## src/rtl/adc_frame_scheduler.sv

```systemverilog
// adc_frame_scheduler: conversion frame scheduler for a dual 12-bit serial ADC.
// Produces frames periodically (or on trigger), drives the shared chip select and
// serial clock from flops, deserialises both channels and holds the sample pair
// in a valid/ready output register with sticky missed-tick and overrun flags.
// Optional feature macro: ADC_SCHED_TRIG_EN (when defined, trig starts a frame).
module adc_frame_scheduler #(
  parameter int SCLK_DIV   = 2,
  parameter int FRAME_BITS = 16,
  parameter int DATA_BITS  = 12,
  parameter int PERIOD_W   = 16
) (
  input  logic                 clk,
  input  logic                 rst,
  input  logic                 en,
  input  logic [PERIOD_W-1:0]  period,
  input  logic                 trig,
  input  logic                 clr_flags,
  input  logic                 a_sdi,
  input  logic                 b_sdi,
  output logic                 adc_sclk,
  output logic                 adc_cs_n,
  output logic [DATA_BITS-1:0] a_data,
  output logic [DATA_BITS-1:0] b_data,
  output logic                 data_valid,
  input  logic                 data_ready,
  output logic                 busy,
  output logic                 missed_tick,
  output logic                 overrun
);

  localparam int CNT_W = $clog2(2 * SCLK_DIV + 1);
  localparam int BIT_W = $clog2(FRAME_BITS + 1);
  localparam logic [CNT_W-1:0] HALF_LAST  = CNT_W'(SCLK_DIV - 1);
  localparam logic [CNT_W-1:0] QUIET_LAST = CNT_W'(2 * SCLK_DIV - 1);
  localparam logic [BIT_W-1:0] BIT_LAST   = BIT_W'(FRAME_BITS - 1);

  typedef enum logic [1:0] {
    S_IDLE,
    S_SETUP,
    S_SHIFT,
    S_QUIET
  } state_t;

  state_t                state_q, state_d;
  logic [CNT_W-1:0]      cnt_q, cnt_d;
  logic [BIT_W-1:0]      bit_q, bit_d;
  logic [PERIOD_W-1:0]   timer_q, timer_d;
  logic                  sclk_q, sclk_d;
  logic                  cs_n_q, cs_n_d;
  logic [FRAME_BITS-1:0] shift_a_q, shift_a_d;
  logic [FRAME_BITS-1:0] shift_b_q, shift_b_d;
  logic [DATA_BITS-1:0]  a_data_q, a_data_d;
  logic [DATA_BITS-1:0]  b_data_q, b_data_d;
  logic                  valid_q, valid_d;
  logic                  missed_q, missed_d;
  logic                  overrun_q, overrun_d;

  logic [PERIOD_W-1:0]   period_eff;
  logic                  tick;
  logic                  trig_start;
  logic                  start;
  logic                  load;

`ifdef ADC_SCHED_TRIG_EN
  assign trig_start = trig;
`else
  // trig is kept on the port list for pin compatibility but has no effect
  logic unused_trig;
  assign unused_trig = trig;
  assign trig_start  = 1'b0;
`endif

  // The top bits of the frame shift registers hold header bits that are never presented
  logic unused_shift_msbs;
  assign unused_shift_msbs = ^{shift_a_q[FRAME_BITS-1:DATA_BITS], shift_b_q[FRAME_BITS-1:DATA_BITS]};

  // Frame-rate timer: free-running while enabled, a period of 0 behaves as 1
  always_comb begin
    period_eff = (period == '0) ? PERIOD_W'(1) : period;
    tick       = en && (timer_q == (period_eff - PERIOD_W'(1)));
    if (!en || tick) begin
      timer_d = '0;
    end else begin
      timer_d = timer_q + PERIOD_W'(1);
    end
    start = (state_q == S_IDLE) && (tick || trig_start);
  end

  // Frame sequencer: chip select and SCLK waveform plus MSB-first capture on SCLK rise
  always_comb begin
    state_d   = state_q;
    cnt_d     = cnt_q;
    bit_d     = bit_q;
    sclk_d    = sclk_q;
    cs_n_d    = cs_n_q;
    shift_a_d = shift_a_q;
    shift_b_d = shift_b_q;
    load      = 1'b0;
    case (state_q)
      S_IDLE: begin
        if (start) begin
          state_d = S_SETUP;
          cs_n_d  = 1'b0;
          sclk_d  = 1'b1;
          cnt_d   = '0;
        end
      end
      S_SETUP: begin
        if (cnt_q == HALF_LAST) begin
          state_d = S_SHIFT;
          sclk_d  = 1'b0;
          cnt_d   = '0;
          bit_d   = '0;
        end else begin
          cnt_d = cnt_q + CNT_W'(1);
        end
      end
      S_SHIFT: begin
        if (cnt_q == HALF_LAST) begin
          cnt_d = '0;
          if (!sclk_q) begin
            sclk_d    = 1'b1;
            shift_a_d = {shift_a_q[FRAME_BITS-2:0], a_sdi};
            shift_b_d = {shift_b_q[FRAME_BITS-2:0], b_sdi};
          end else if (bit_q == BIT_LAST) begin
            state_d = S_QUIET;
            cs_n_d  = 1'b1;
            load    = 1'b1;
          end else begin
            sclk_d = 1'b0;
            bit_d  = bit_q + BIT_W'(1);
          end
        end else begin
          cnt_d = cnt_q + CNT_W'(1);
        end
      end
      S_QUIET: begin
        if (cnt_q == QUIET_LAST) begin
          state_d = S_IDLE;
          cnt_d   = '0;
        end else begin
          cnt_d = cnt_q + CNT_W'(1);
        end
      end
      default: begin
        state_d = S_IDLE;
        cs_n_d  = 1'b1;
        sclk_d  = 1'b1;
        cnt_d   = '0;
      end
    endcase
  end

  // Output pair register and sticky flags; a set event wins over clr_flags
  always_comb begin
    a_data_d  = a_data_q;
    b_data_d  = b_data_q;
    valid_d   = valid_q;
    overrun_d = overrun_q && !clr_flags;
    missed_d  = missed_q && !clr_flags;
    if (tick && (state_q != S_IDLE)) begin
      missed_d = 1'b1;
    end
    if (load) begin
      a_data_d = shift_a_q[DATA_BITS-1:0];
      b_data_d = shift_b_q[DATA_BITS-1:0];
      valid_d  = 1'b1;
      if (valid_q && !data_ready) begin
        overrun_d = 1'b1;
      end
    end else if (valid_q && data_ready) begin
      valid_d = 1'b0;
    end
  end

  // State and output flops with synchronous reset; reset aborts any frame in flight
  always_ff @(posedge clk) begin
    if (rst) begin
      state_q   <= S_IDLE;
      cnt_q     <= '0;
      bit_q     <= '0;
      timer_q   <= '0;
      sclk_q    <= 1'b1;
      cs_n_q    <= 1'b1;
      shift_a_q <= '0;
      shift_b_q <= '0;
      a_data_q  <= '0;
      b_data_q  <= '0;
      valid_q   <= 1'b0;
      missed_q  <= 1'b0;
      overrun_q <= 1'b0;
    end else begin
      state_q   <= state_d;
      cnt_q     <= cnt_d;
      bit_q     <= bit_d;
      timer_q   <= timer_d;
      sclk_q    <= sclk_d;
      cs_n_q    <= cs_n_d;
      shift_a_q <= shift_a_d;
      shift_b_q <= shift_b_d;
      a_data_q  <= a_data_d;
      b_data_q  <= b_data_d;
      valid_q   <= valid_d;
      missed_q  <= missed_d;
      overrun_q <= overrun_d;
    end
  end

  assign adc_sclk    = sclk_q;
  assign adc_cs_n    = cs_n_q;
  assign a_data      = a_data_q;
  assign b_data      = b_data_q;
  assign data_valid  = valid_q;
  assign busy        = (state_q != S_IDLE);
  assign missed_tick = missed_q;
  assign overrun     = overrun_q;

endmodule

```

## config.mk

```make
export PLATFORM = sky130hd
export DESIGN_NAME = adc_frame_scheduler
export DESIGN_NICKNAME = d
export VERILOG_FILES = /design/src/rtl/adc_frame_scheduler.sv
export SDC_FILE = /design/constraint.sdc
export NUM_CORES = 1
export LEC_CHECK = 0
export CAP_MARGIN = 20
export CORE_ASPECT_RATIO = 1.1
export CORE_MARGIN = 2
export CORE_UTILIZATION = 32
export DETAILED_ROUTE_END_ITERATION = 8
export GPL_ROUTABILITY_DRIVEN = 0
export GPL_TIMING_DRIVEN = 0
export PLACE_DENSITY = 0.63
export SLEW_MARGIN = 20
export SYNTH_ARGS = -nofsm -noshare
export SYNTH_HDL_FRONTEND = slang
export SYNTH_SLANG_ARGS = --single-unit
```

## constraint.sdc

```tcl
create_clock -name clk -period 4.25 [get_ports clk]
set_input_delay 0.425 -clock clk [delete_from_list [all_inputs] [get_ports clk]]
set_output_delay 0.425 -clock clk [all_outputs]
set_load 0.02 [all_outputs]
```

==> out/summary.md <==
The run finished with clean final reports. The analysis attributes to cell leakage a power of 1.671 nW. Clock skew on the completed layout was measured at 0.007178 ns. Derived from the worst setup path, the maximum achievable clock frequency is 0.2494 GHz.

In the routed design, unresolved DRC markers number 0. Counting flops with an async set or reset pin after synthesis yields a share of 0%. The portion of the clock cycle consumed by the worst path in the final layout was 94.35%. The run gives 0 as the initial antenna violation count. The detail route stage leaves a number of antenna-violating nets equal to 0.

The post-synthesis area per instance was 7.868 µm². Summed over all nets, the half-perimeter wirelength after detailed placement is 6781 µm. The run gives 0 as the final number of hold-violating endpoints. The synthesized netlist occupies a cell area of 0.003902 mm². The class of the worst hold path is register to register.

Power spread over the standard cell area amounts to 339.0 mW/mm². For the count of antenna diodes in the layout, the log shows 0. The share of synthesized area in the top cell type comes to 40.53%.

No sink is reached through more buffers than the 2 on the longest clock path. In this run the number of H-tree levels came out at 3. Once layout is done, the placed cells without fillers occupy 0.004999 mm².

Traced cell by cell, the critical path runs through clkdlybuf4s50_1 -> or4_4 -> nor4_4 -> buf_6 -> a21oi_1 -> ha_1 -> xnor2_1 -> xnor2_1 -> a2111oi_2 -> o2111ai_1 -> or4_4 -> o311ai_4 -> buf_4 -> buf_6 -> nor2_1. On the final layout, the worst hold slack is 0.4528 ns. For the finished layout, the period the worst path requires is 4.010 ns.

The via count of the first global-routing pass was 3381; the insertion delay of the later-clocked pin in the worst-skew pair was 0.34 ns. The number of clock buffers added by TritonCTS is 9. In this run the tool buffered the top-level ports with 51 buffer cells.

After the last flow step, the layout net total stands at 600. The worst path meets setup with 0.2401 ns of slack. sky130_fd_sc_hd__dfxtp_1 takes more of the synthesized area than any other cell. The tools report the startpoint class of the critical path as a primary input. The clock slew seen by the registers of the worst setup and hold paths is 0.06 ns, and the synthesis-stage register bit count is 79. The run gives 54 as the I/O pin count. Setup repair after global routing left no endpoint under its margin. Clock tree synthesis selected as its root buffer the cell sky130_fd_sc_hd__clkbuf_16. Synthesized netlist cell count: 496.

Among all flip-flop cells after synthesis, the most frequent one is sky130_fd_sc_hd__dfxtp_1. Entering global routing, the biggest net connects 17 pins. The slowest library cell on the worst path was sky130_fd_sc_hd__or4_4.

The tools report the endpoint class of the critical path as a register. Row generation in the floorplan step produced 42 rows. The transition time at the pin with the least slew margin is 0.7319 ns, and the portion of the post-synthesis area used by sequential elements is 40.53%. The total placed instance area was 0.004606 mm². The floorplan step defined a core boundary enclosing 0.01198 mm².

The logs give 0 for the warning count from the yosys run and 32.57% for the starting utilization of the core area. The number of nets produced by synthesis was 532; the longest individual stage delay on the worst path was 0.55 ns. Number of iterations in the first detailed-routing pass: 6.

The area growth from synthesis to layout is 28.09%. Required time at the worst-slack endpoint: 4.48 ns. The die is 119.8 µm tall. The final count of pins violating max slew is 0, and the top fanout value on the critical path is 10. Yosys mapped a number of flops with a built-in enable equal to 0.

The total routing resource utilization after global routing is 14.60%. The final layout contains routed wiring with a total length of 9405 µm. Before CTS, the worst setup slack after placement is -0.7172 ns. The routed layout has 3607 vias.

Dividing the detail-routed wire length by the instance count gives 13.01 µm. The clock drives 79 sinks. In this run, the number of DRC markers left after iteration 0 of detailed routing was 146. TritonCTS built the clock tree. For the number of unique standard cell types used by synthesis, the log shows 61. Data on the critical path arrives at its endpoint at 4.24 ns. In this run the tightest slew margin relative to its limit is 50.76%. The first global-routing pass estimated 15380 µm of wire. The die covers 0.01310 mm². Across the VDD grid, the largest voltage drop is 0.0002025 V. Layout cell share with drive strength beyond 1: 7.206%.

The category of the critical setup timing path was primary input to register. Measured along the x axis, the die boundary spans 109.3 µm. The max capacitance violation total was 0. For this run the aggregate overflow at the end of global routing stands at 0. In the routed layout, each cell is associated on average with a via count of 4.989.

Final setup violation count: 0. By area the synthesized netlist is led by sky130_fd_sc_hd__dfxtp_1 (41%), sky130_fd_sc_hd__nand2_1 (11%), sky130_fd_sc_hd__a21oi_1 (7.7%), sky130_fd_sc_hd__ha_1 (3.8%), sky130_fd_sc_hd__nor2_1 (3.8%).
[logic make-up after synthesis]
logic type                 share of synthesized area, %
xor gates and xnor gates                          6.060
buffers and inverters                             4.104
and+or+nand+nor                                   27.73
DFF                                               40.53
muxes                                            0.5450
adders and majority gates                         3.847
AOI/OAI and AO/OA                                 17.19
[cells in the final DEF (no fill, tap or decap), types with 7 or more instances in the layout]
master,count
sky130_fd_sc_hd__a21oi_1,60
sky130_fd_sc_hd__clkbuf_1,22
sky130_fd_sc_hd__clkbuf_16,9
sky130_fd_sc_hd__clkdlybuf4s50_1,49
sky130_fd_sc_hd__dfxtp_1,79
sky130_fd_sc_hd__ha_1,12
sky130_fd_sc_hd__inv_1,13
sky130_fd_sc_hd__nand2_1,118
sky130_fd_sc_hd__nand3_1,11
sky130_fd_sc_hd__nand4_1,7
sky130_fd_sc_hd__nor2_1,39
sky130_fd_sc_hd__nor3_1,8
sky130_fd_sc_hd__o21ai_0,7
sky130_fd_sc_hd__xnor2_1,14
sky130_fd_sc_hd__xor2_1,13
[cell type report]
type / instances / area, µm²
fillers: 1221 / 6983
multi-input cells: 377 / 2191
flip-flops and latches: 79 / 1582
repair buffers: 57 / 558.0
clock buffers: 9 / 225.2
well taps: 154 / 192.7
plain buffers: 26 / 113.9
clock inverters: 7 / 83.83
inverters: 14 / 52.55
[state kept, by name (all words and copies together) (netlist names)]
name / count
shift_b_q: 12
missed_tick: 1
b_data: 12
a_data: 12
cnt_q: 3
adc_cs_n: 1
data_valid: 1
state_q: 2
overrun: 1
adc_sclk: 1
bit_q: 5
shift_a_q: 12
timer_q: 16
[synthesized netlist by cell type (5+ instances only)]
master                     number
sky130_fd_sc_hd__nand3_1       11
sky130_fd_sc_hd__inv_1         13
sky130_fd_sc_hd__a21oi_1       60
sky130_fd_sc_hd__dfxtp_1       79
sky130_fd_sc_hd__nand2_1      118
sky130_fd_sc_hd__nor2_1        39
sky130_fd_sc_hd__nand4_1        7
sky130_fd_sc_hd__nor3_1         9
sky130_fd_sc_hd__nor3b_1        6
sky130_fd_sc_hd__o21ai_0        7
sky130_fd_sc_hd__xnor2_1       14
sky130_fd_sc_hd__a211oi_1       6
sky130_fd_sc_hd__nor2b_1        5
sky130_fd_sc_hd__ha_1          12
sky130_fd_sc_hd__nand2b_1       6
sky130_fd_sc_hd__clkbuf_1      22
sky130_fd_sc_hd__xor2_1        13
[report_power, final]
part	leakage [nW]	internal, mW	switching, mW	total, mW
Sequential	0.636	0.746	0.00716	0.753
Clock	0.149	0.468	0.342	0.810
Combinational	0.885	0.0579	0.0740	0.132
Total	1.67	1.27	0.423	1.69
[metrics by stage]
step / utilization, % / power (mW) / std cells / setup TNS, ns
after floorplan: - / 0.8386 / 496 / 0
after global placement: 38.44 / 0.8921 / 701 / -13.94
after detailed placement: 38.44 / 0.8941 / 701 / -14.71
after CTS: 41.36 / 1.707 / 719 / 0
after global routing: 41.72 / 1.753 / 723 / 0
final: 41.72 / 1.694 / 723 / 0
[final timing paths]
kind         startpoint          end  slack [ns]  cells past startpoint
max          period[11]  timer_q[13]        0.24                     15
min           a_data[6]    a_data[6]        0.45                      2
max reg2reg  timer_q[7]  timer_q[13]        1.75                      9
min reg2reg   a_data[6]    a_data[6]        0.45                      2
[routing by layer]
metal  vias to the layer above  track usage, %  routed length [µm]
met4                         0           3.165                  89
li1                       1842               -                   -
met5                         -               0                   0
met3                        11           3.802                 535
met2                        95           26.32                4714
met1                      1659           17.17                4066
[timing repair]
action / CTS / global route
gates resized for setup: 6 / 4
hold buffers: 0 / 0
gates cloned: 0 / 1
setup buffers: 2 / 3
pin swaps: 2 / 4
endpoints found under the setup margin: 24 / 24
endpoints found under the hold margin: 0 / 0
[worst max-delay path: cells and delay by family]
family,cells,cell delay [ns]
compound gates,4,0.92
buf+inv,4,0.97
simple gates,4,1.39
xor+xnor,2,0.28
fa+ha+maj,1,0.23
Note: power is estimated with default switching activity, not from simulation.
